--- src/rtl/uart_tx_arbiter.sv ---
// Round-robin, packet-locking arbiter that merges four byte producers onto the
// single uart_tx6 write port; a grant holds until packet end, byte limit or owner stall.
module uart_tx_arbiter #(
    parameter int MAX_PACKET = 16,
    parameter int TIMEOUT    = 255
) (
    input  logic        clk,
    input  logic        reset,
    input  logic [3:0]  req_valid,
    input  logic [3:0]  req_last,
    input  logic [31:0] req_data,
    output logic [3:0]  req_ready,
    output logic        buffer_write,
    output logic [7:0]  uart_data_write,
    input  logic        tx_full,
    output logic [3:0]  grant,
    output logic        busy,
    output logic        timeout_release
);

    localparam logic [0:0] ST_IDLE   = 1'b0;
    localparam logic [0:0] ST_LOCKED = 1'b1;

    localparam logic [7:0] MAX_PACKET_C = 8'(MAX_PACKET);
    localparam logic [7:0] TIMEOUT_C    = 8'(TIMEOUT);

    // First set request at or after ptr, wrapping mod 4 (smallest offset wins).
    function automatic logic [1:0] rr_pick(input logic [3:0] valid, input logic [1:0] ptr);
        logic [1:0] idx;
        logic [1:0] sel;
        sel = ptr;
        for (int k = 3; k >= 0; k--) begin
            idx = ptr + 2'(k);
            if (valid[idx]) begin
                sel = idx;
            end
        end
        return sel;
    endfunction

    logic [0:0] state_r;
    logic [1:0] owner_r;
    logic [1:0] ptr_r;
    logic [7:0] byte_cnt_r;
    logic [7:0] idle_cnt_r;
    logic [3:0] grant_r;
    logic       busy_r;
    logic       timeout_release_r;

    logic       owner_valid_s;
    logic       owner_last_s;
    logic [7:0] owner_lane_s;
    logic       accept_s;
    logic [7:0] byte_cnt_nxt_s;
    logic [7:0] idle_cnt_nxt_s;
    logic       release_byte_s;
    logic       timeout_s;
    logic [1:0] pick_s;

    // Owner lane decode, accept qualification and release detection.
    always_comb begin
        owner_valid_s  = req_valid[owner_r];
        owner_last_s   = req_last[owner_r];
        owner_lane_s   = req_data[{owner_r, 3'b000} +: 8];
        byte_cnt_nxt_s = byte_cnt_r + 8'd1;
        idle_cnt_nxt_s = idle_cnt_r + 8'd1;
        pick_s         = rr_pick(req_valid, ptr_r);
        // tx_full is checked here so a write never lands on a full FIFO.
        if ((state_r == ST_LOCKED) && !reset) begin
            accept_s  = owner_valid_s & ~tx_full;
            timeout_s = ~owner_valid_s & (idle_cnt_nxt_s == TIMEOUT_C);
        end else begin
            accept_s  = 1'b0;
            timeout_s = 1'b0;
        end
        release_byte_s = accept_s & (owner_last_s | (byte_cnt_nxt_s == MAX_PACKET_C));
    end

    // Write-port handshake driven in the accept cycle itself.
    always_comb begin
        if (accept_s) begin
            req_ready       = 4'b0001 << owner_r;
            buffer_write    = 1'b1;
            uart_data_write = owner_lane_s;
        end else begin
            req_ready       = 4'b0000;
            buffer_write    = 1'b0;
            uart_data_write = 8'h00;
        end
    end

    // Arbitration FSM, counters and registered status outputs.
    always_ff @(posedge clk or posedge reset) begin
        if (reset) begin
            state_r           <= ST_IDLE;
            owner_r           <= 2'd0;
            ptr_r             <= 2'd0;
            byte_cnt_r        <= 8'd0;
            idle_cnt_r        <= 8'd0;
            grant_r           <= 4'b0000;
            busy_r            <= 1'b0;
            timeout_release_r <= 1'b0;
        end else begin
            case (state_r)
                ST_IDLE: begin
                    timeout_release_r <= 1'b0;
                    if (|req_valid) begin
                        state_r    <= ST_LOCKED;
                        owner_r    <= pick_s;
                        byte_cnt_r <= 8'd0;
                        idle_cnt_r <= 8'd0;
                        grant_r    <= 4'b0001 << pick_s;
                        busy_r     <= 1'b1;
                    end else begin
                        grant_r <= 4'b0000;
                        busy_r  <= 1'b0;
                    end
                end
                ST_LOCKED: begin
                    timeout_release_r <= timeout_s;
                    if (release_byte_s || timeout_s) begin
                        state_r <= ST_IDLE;
                        ptr_r   <= owner_r + 2'd1;
                        grant_r <= 4'b0000;
                        busy_r  <= 1'b0;
                    end else begin
                        if (accept_s) begin
                            byte_cnt_r <= byte_cnt_nxt_s;
                        end else begin
                            byte_cnt_r <= byte_cnt_r;
                        end
                        // Only a missing owner byte counts as idle; FIFO backpressure does not.
                        if (owner_valid_s) begin
                            idle_cnt_r <= 8'd0;
                        end else begin
                            idle_cnt_r <= idle_cnt_nxt_s;
                        end
                    end
                end
                default: begin
                    state_r           <= ST_IDLE;
                    grant_r           <= 4'b0000;
                    busy_r            <= 1'b0;
                    timeout_release_r <= 1'b0;
                end
            endcase
        end
    end

    assign grant           = grant_r;
    assign busy            = busy_r;
    assign timeout_release = timeout_release_r;

endmodule

--- config.mk ---
export PLATFORM = sky130hd
export DESIGN_NAME = uart_tx_arbiter
export DESIGN_NICKNAME = d
export VERILOG_FILES = /design/src/rtl/uart_tx_arbiter.sv
export SDC_FILE = /design/constraint.sdc
export NUM_CORES = 1
export LEC_CHECK = 0
export ABC_AREA = 1
export CAP_MARGIN = 20
export CORE_ASPECT_RATIO = 1.5
export CORE_MARGIN = 8
export CORE_UTILIZATION = 47
export DETAILED_ROUTE_END_ITERATION = 12
export PLACE_DENSITY = 0.85
export SLEW_MARGIN = 20
export SYNTH_ARGS = -nofsm -noshare
export SYNTH_HDL_FRONTEND = slang
export SYNTH_SLANG_ARGS = --single-unit
--- constraint.sdc ---
create_clock -name clk -period 3.46 [get_ports clk]
set_input_delay 0.692 -clock clk [delete_from_list [all_inputs] [get_ports clk]]
set_output_delay 0.692 -clock clk [all_outputs]
set_load 0.01 [all_outputs]
==> results.md, run 1 <==
- Worst Clk Skew: roughly 0.0044 ns
- Largest family of logic cells by synthesized area: simple AND/OR/NAND/NOR gates
- Global-route wire length before repair: 9.68 mm
- Initial Util: about half
- Flop pwr share: just under 30%
- Final slew viol count: 0
- GR Overflow Total: 0
- Distinct cells, synth: 28
- Commonest non-fill, non-tap cell in the layout: nand2_1
- CP peak stage delay: between 0.5 and 0.6 ns
- Rel. slew slack: 57.0%
- Net Sw Frac: between 40% and 50%
- Clk_lat worst skew: about 0.28 ns
- GRT Total Usage: between 10% and 20%
- Final worst slack: 0.0837 ns
- Post-synthesis compound-gate area fraction: 12.8%
- Dpl cells: 413
- Num CTS Buffers: 3
- Routability congestion estimate: about 0.89
- Final ANT Viol Nets: 0
- Worst Setup End Kind: output pin
- DR DRC count: 0
- Post-synth ARST share: 100%
- Worst-path fanout max: 13
- Cell Count, Final, Fillers Out: 417
- Starting DRC count in detailed routing: 92
- Adder and majority gate portion of the synthesized area: between 4 and 5%
- Resized cells post-CTS: 0
- Clock share of power: 10.8%
- Syn Inst Count: 312
- Fraction of synthesized area in multiplexers: 0%
- EDFF count, synth: 0
- CP Cell Sequence: clkdlybuf4s50_1 > a21oi_1 > o21ai_1 > nand2_2 > nor3_4 > inv_1 > a21oi_1 > clkdlybuf4s50_1
- TritonCTS sink count: 27
- Power Density: ~630 mW/mm^2
- ANT cells: 0
- CTS tree: yes
- Top delay family on crit path: buffers and inverters
- Post-Synth Simple-Gate Area: a little under two fifths
- Post-route cell area: ~0.0027 sq mm
- Critical path class: in -> out
- Post-Syn Nets: approximately 360
- 1st-pass router iterations: 4
- Core area: between 0.004 and 0.005 sq mm
- Slowest library cell on the worst path: clkdlybuf4s50_1
- Fmax: roughly 0.30 GHz
- Worst-path clk slew: ~0.09 ns
- Fin crit share: 97.6%
- DP Area: approximately 0.0027 sq mm
- Die footprint: a little under 0.007 sq mm
- DP Wirelength: 4.45 mm
- Layout Area Growth over Synthesis: 33.7%
- Psw: approximately 860 uW
- Via Count: 2189
- Pleak: 0.00131 uW
- Most frequent cells in the layout: nand2_1 (86), clkdlybuf4s50_1 (61), nor2_1 (48)
- Max cap viols: 0
- Crit path launch type: input port
- Cell Rows: 29
- Initial antenna violation count: 0
- P_int: around 870 uW
- Pre-CTS WS: between 0.08 and 0.09 ns
- Largest net degree at the start of global routing: 28
- Layout cell share with drive strength beyond 1: approximately 5.4%
- Worst Path Buf+Inv: 3
- Main synth FF type: dfrtp_1
- Final setup fails: 0
- Sequential share of the synthesized area: ~33%
- Wire length per cell: between 10 and 15 um
- Critical path arrival: approximately 2.7 ns
- Mapped Area: a little over 0.002 sq mm
- Via/cell ratio: 5.25
- RSZ-0062 raised after global routing: true
- Syn avg cell area: ~6.5 sq um
- Max IR drop VDD: about 0.5 mV
- Combinational power share: 59.5%
- FF+latch count, synth: 27
- Die W: between 60 and 70 um
- Num ports: slightly above 60
- Post-Synth XOR/XNOR Area: around 2.6%
- Hold Path Class: reg -> reg
- Die height: approximately 97 um
- Final hold violations: 0
- Final nets: 422
- Routed wire length: between 5 and 6 mm
- CTS root buf: clkbuf_8
- Maximum clock insertion buffer count: 2
- Slew @ Worst Pin: 0.646 ns
- Post-CTS Hold Buffers: 0
- Status: finished, final reports clean
- Synth warn: 0
- Post CTS Setup Buffer Count: 0
- Post-layout minimum cycle time: ~3.4 ns
- H-tree depth: 1
- PortBufs: between 60 and 70
- Critical Path RT: 2.77 ns
- Number of global-route vias before repair: between 2000 and 2500
==> kinds of logic after synthesis <==
logic type / count (synthesis)
buffers and inverters: 45
XOR/XNOR: 6
flip-flops: 27
AO/OA/AOI/OAI: 49
adder cells (fa/ha/maj): 7
AND/OR/NAND/NOR: 178
==> cells in the mapped netlist (2+ instances only) <==
cell type	number	area share, %
nand3_1	24	5.9
a21oi_1	13	3.2
clkbuf_1	5	0.92
nor2_2	2	0.61
inv_1	34	6.3
buf_4	3	1.1
nand4_1	5	1.5
nand3b_1	4	1.5
nand2_2	2	0.61
ha_1	7	4.3
dfrtp_1	27	33
o21ai_0	31	7.6
nor2_1	48	8.8
nand3_2	2	0.98
nand2_1	86	16
inv_2	2	0.37
xor2_1	6	2.6
==> power by group through the flow <==
stage	clock [uW]	combinational, uW	sequential (uW)
6_report	187	1030	513
5_1_grt	202	1180	528
4_1_cts	190	1030	514
3_5_place_dp	0	1030	520
3_3_place_gp	0	1000	516
2_1_floorplan	0	746	481
==> sequential cells by signal (all words and copies together), names as in the netlist <==
signal / cells
owner_r: 2
byte_cnt_r: 8
ptr_r: 2
busy: 1
timeout_release: 1
grant: 4
state_r: 1
idle_cnt_r: 8
==> per-layer routing <==
| layer | part of all wire, % | global-route usage, % | up-vias |
|---|---|---|---|
| li1 | - | - | 1111 |
| met1 | 44 | 20.3 | 985 |
| met2 | 47 | 28.0 | 86 |
| met3 | 8.1 | 3.99 | 7 |
| met4 | 1.4 | 6.83 | 0 |
| met5 | 0 | 0 | - |
==> per-stage QoR <==
| stage | total power (uW) | TNS [ns] | util (%) | hold WS (ns) |
|---|---|---|---|---|
| final | 1730 | 0 | 64.7 | 0.498 |
| after global placement | 1520 | 0 | 63.6 | 0.471 |
| after CTS | 1740 | 0 | 64.7 | 0.503 |
| after detailed placement | 1550 | 0 | 63.6 | 0.473 |
| after global routing | 1910 | -0.571 | 64.7 | 0.514 |
| after floorplan | 1230 | 0 | - | 0.458 |
==> worst paths after layout <==
| check | cells past startpoint | slack (ns) | endpoint | start |
|---|---|---|---|---|
| max reg2reg | 10 | 1.20 | byte_cnt_r[7] | owner_r[1] |
| min | 2 | 0.50 | grant[3] | grant[3] |
| max | 8 | 0.08 | uart_data_write[2] | req_valid[1] |
| min in group asynchronous | 3 | 0.80 | grant[3] | reset |
| min reg2reg | 2 | 0.50 | grant[3] | grant[3] |
| max in group asynchronous | 3 | 2.41 | byte_cnt_r[5] | reset |
==> worst reg2reg max path: stages, from the launching register on <==
cell	delay (ns)
dfrtp_1	0.64
inv_2	0.23
a21oi_2	0.17
o21ai_2	0.08
nand2_2	0.10
nor3_4	0.05
inv_1	0.32
nand2_1	0.27
nand2_2	0.23
nand2_1	0.08
nand2_1	0.06
==> final cells by class <==
type	count	area (sq um)
well taps	46	57.6
repair buffers	64	633
clock buffers	3	41.3
clock inverters	1	7.51
fillers	374	1480
inverters	36	135
flip-flops and latches	27	676
multi-input cells	240	1170
Power figures use the tool's default switching activity.
==> inputs of run 2 (changes only) <==
Settings changed: ABC_AREA 1 to unset, CORE_UTILIZATION 47 to 46.
==> run 2 against run 1 <==
First-iteration DRC count grew 2.2%. Largest cell class unchanged. Clock power shrank 6%. Clock skew shrank 0.0023 ns. Hold slack lost 0.0032 ns. Wire length shrank 8.9%. Non-clock buffer count grew 14. Synthesized cell count shrank 34%. Via count shrank 15%. Flip-flop and latch count is the same. Sequential power is essentially flat. Clock-buffer cell count grew 1. Combinational power shrank 20%.
==> results.md, run 2 <==
- Status: finished, final reports clean
- Post-route setup TNS: 0 ns
- Resized cells post-CTS: 0
- Global-route wire length before repair: 8.85 mm
- CTS root buf: clkbuf_8
- Post-layout minimum cycle time: 3.34 ns
- Yosys top cell area share: between 30% and 40%
- H-tree depth: 1
- Post CTS Setup Buffer Count: 0
- CTS tree: yes
- FF-to-FF Start: owner_r[1]
- Wire length per cell: 16.3 um
- Syn avg cell area: a little over 9 sq um
- Layout cell share with drive strength beyond 1: around an eighth
- Worst Clk Skew: approximately 0.0021 ns
- Main synth FF type: dfrtp_1
- Cell Rows: 28
- EDFF count, synth: 0
- Mapped Area: around 0.0019 sq mm
- Critical path class: in -> out
- DR DRC count: 0
- Initial antenna violation count: 0
- Crit path launch type: input port
- Number of global-route vias before repair: between 1500 and 2000
- Max IR drop VDD: around 0.36 mV
- Fin crit share: between 90% and 100%
- Final ANT Viol Nets: 0
- Die footprint: around 0.0065 sq mm
- Die W: between 60 and 70 um
- Core area: 0.00396 sq mm
- Slew @ Worst Pin: between 0.5 and 0.6 ns
- Worst Setup End Kind: output pin
- GR Overflow Total: 0
- Final nets: about 330
- Pleak: between 0.001 and 0.0015 uW
- Sequential share of the synthesized area: 35.4%
- R2R depth: 7
- Critical Path RT: 2.77 ns
- Final setup fails: 0
- Worst-path clk slew: approximately 0.09 ns
- Final hold violations: 0
- Maximum clock insertion buffer count: 2
- Largest net degree at the start of global routing: 28
- Via/cell ratio: between 5 and 6
- Rel. slew slack: between 60% and 70%
- Post-Syn Nets: about 260
- Post-synth ARST share: between 90% and 100%
- Power Density: roughly 560 mW/mm^2
- Routed wire length: 5.30 mm
- Commonest non-fill, non-tap cell in the layout: clkdlybuf4s50_1
- FF+latch count, synth: 27
- DP Wirelength: 4.37 mm
- Distinct cells, synth: 41
- TritonCTS sink count: 27
- Post-route cell area: approximately 0.0027 sq mm
- RSZ-0062 raised after global routing: false
- Critical path arrival: about 2.6 ns
- Hold Crit Depth: 2
- Initial Util: between 40% and 50%
- Starting DRC count in detailed routing: between 90 and 100
- Synth warn: 0
- Syn Inst Count: roughly 210
- Fmax: 0.300 GHz
- Hold wc startpoint: grant[3]
- DP Area: 0.00267 sq mm
- Via Count: around 1900
- Num ports: between 60 and 70
- 1st-pass router iterations: 4
- Count leader, synth: nand2_1
- ANT cells: 0
- GRT Total Usage: 17.4%
- PortBufs: 61
- Post-CTS Hold Buffers: 0
- Final slew viol count: 0
- Most frequent cells in the layout: clkdlybuf4s50_1 (61), nand2_1 (31), dfrtp_1 (27)
- Leading cell types by count after synthesis: nand2_1 (31), dfrtp_1 (27), and3_1 (15)
- Layout Area Growth over Synthesis: 42.1%
- Synth area leaders: dfrtp_1 (35%), mux4_2 (12%), nand2_1 (6.1%)
- Die height: around 95 um
- Worst-path fanout max: 16
- Hold Path Class: reg -> reg
- Clk_lat worst skew: between 0.2 and 0.3 ns
- Num CTS Buffers: 3
- Max cap viols: 0
- Area leader, netlist: dfrtp_1
- CP startpoint: req_valid[1]
- Routability congestion estimate: just over 0.8
==> run 2: cell types whose count changed in the layout (fill, tap and decap cells not counted), sizes merged, moves of 7 or more <==
cell | before | now
a21oi | 14 | 7
and3 | 0 | 15
buf | 3 | 17
inv | 36 | 13
mux4 | 0 | 10
nand2 | 89 | 31
nand3 | 26 | 4
nor2 | 50 | 11
o21ai | 33 | 11
==> run 2: logic make-up after synthesis <==
group | synth area share, %
adders and majority gates | 4.59
DFF | 35.4
xor gates and xnor gates | 2.29
buffers and inverters | 4.46
and+or+nand+nor | 25.6
AOI/OAI and AO/OA | 13.8
muxes | 14.0
==> run 2: report_power, final <==
group | internal (uW) | switching, uW
Combinational | 427 | 394
Sequential | 408 | 103
Clock | 82.4 | 93.3
==> run 2: per-layer routing <==
metal / global-route usage, % / part of all wire, % / routed length [um] / up-vias
li1: - / - / - / 897
met1: 18.5 / 38 / 2040 / 876
met2: 30.0 / 51 / 2700 / 68
met3: 6.29 / 8.5 / 449 / 9
met4: 6.35 / 2.1 / 110 / 0
met5: 0 / 0 / 0 / -
==> run 2: area by class of cell <==
cell class,count,area [sq um]
Clock buffer,4,45.0
Inverter,13,48.8
Sequential cell,27,676
Fill cell,290,1250
Timing Repair Buffer,78,738
Tap cell,45,56.3
Multi-Input combinational cell,158,1150
==> run 2: final timing paths <==
check / to / slack [ns]
max: buffer_write / 0.12
min: grant[3] / 0.49
max reg2reg: grant[1] / 0.81
min reg2reg: grant[3] / 0.49
max in group asynchronous: ptr_r[1] / 2.21
min in group asynchronous: grant[0] / 0.89
==> run 2: worst max-delay path: stages <==
cell	delay, ns
clkdlybuf4s50_1	0.43
mux4_2	0.49
nor3b_1	0.15
buf_4	0.18
and2_1	0.19
clkdlybuf4s50_1	0.50
==> run 2: stage by stage <==
stage	worst slack (ns)	hold slack, ns	util [%]	power [uW]	cells
6_report	0.124	0.494	68.5	1510	325
5_1_grt	0.0399	0.527	68.5	1630	325
4_1_cts	0.127	0.494	68.5	1520	325
3_5_place_dp	0.0972	0.473	67.4	1340	321
3_3_place_gp	0.137	0.470	67.4	1310	321
2_1_floorplan	0.474	0.474	-	1000	207
==> inputs of run 3 (changes only) <==
Settings changed: CTS_CLUSTER_DIAMETER set to 150, GPL_TIMING_DRIVEN set to 1.
==> results of run 3 <==
Final layout, timing and power as in run 2 (identical DEF).
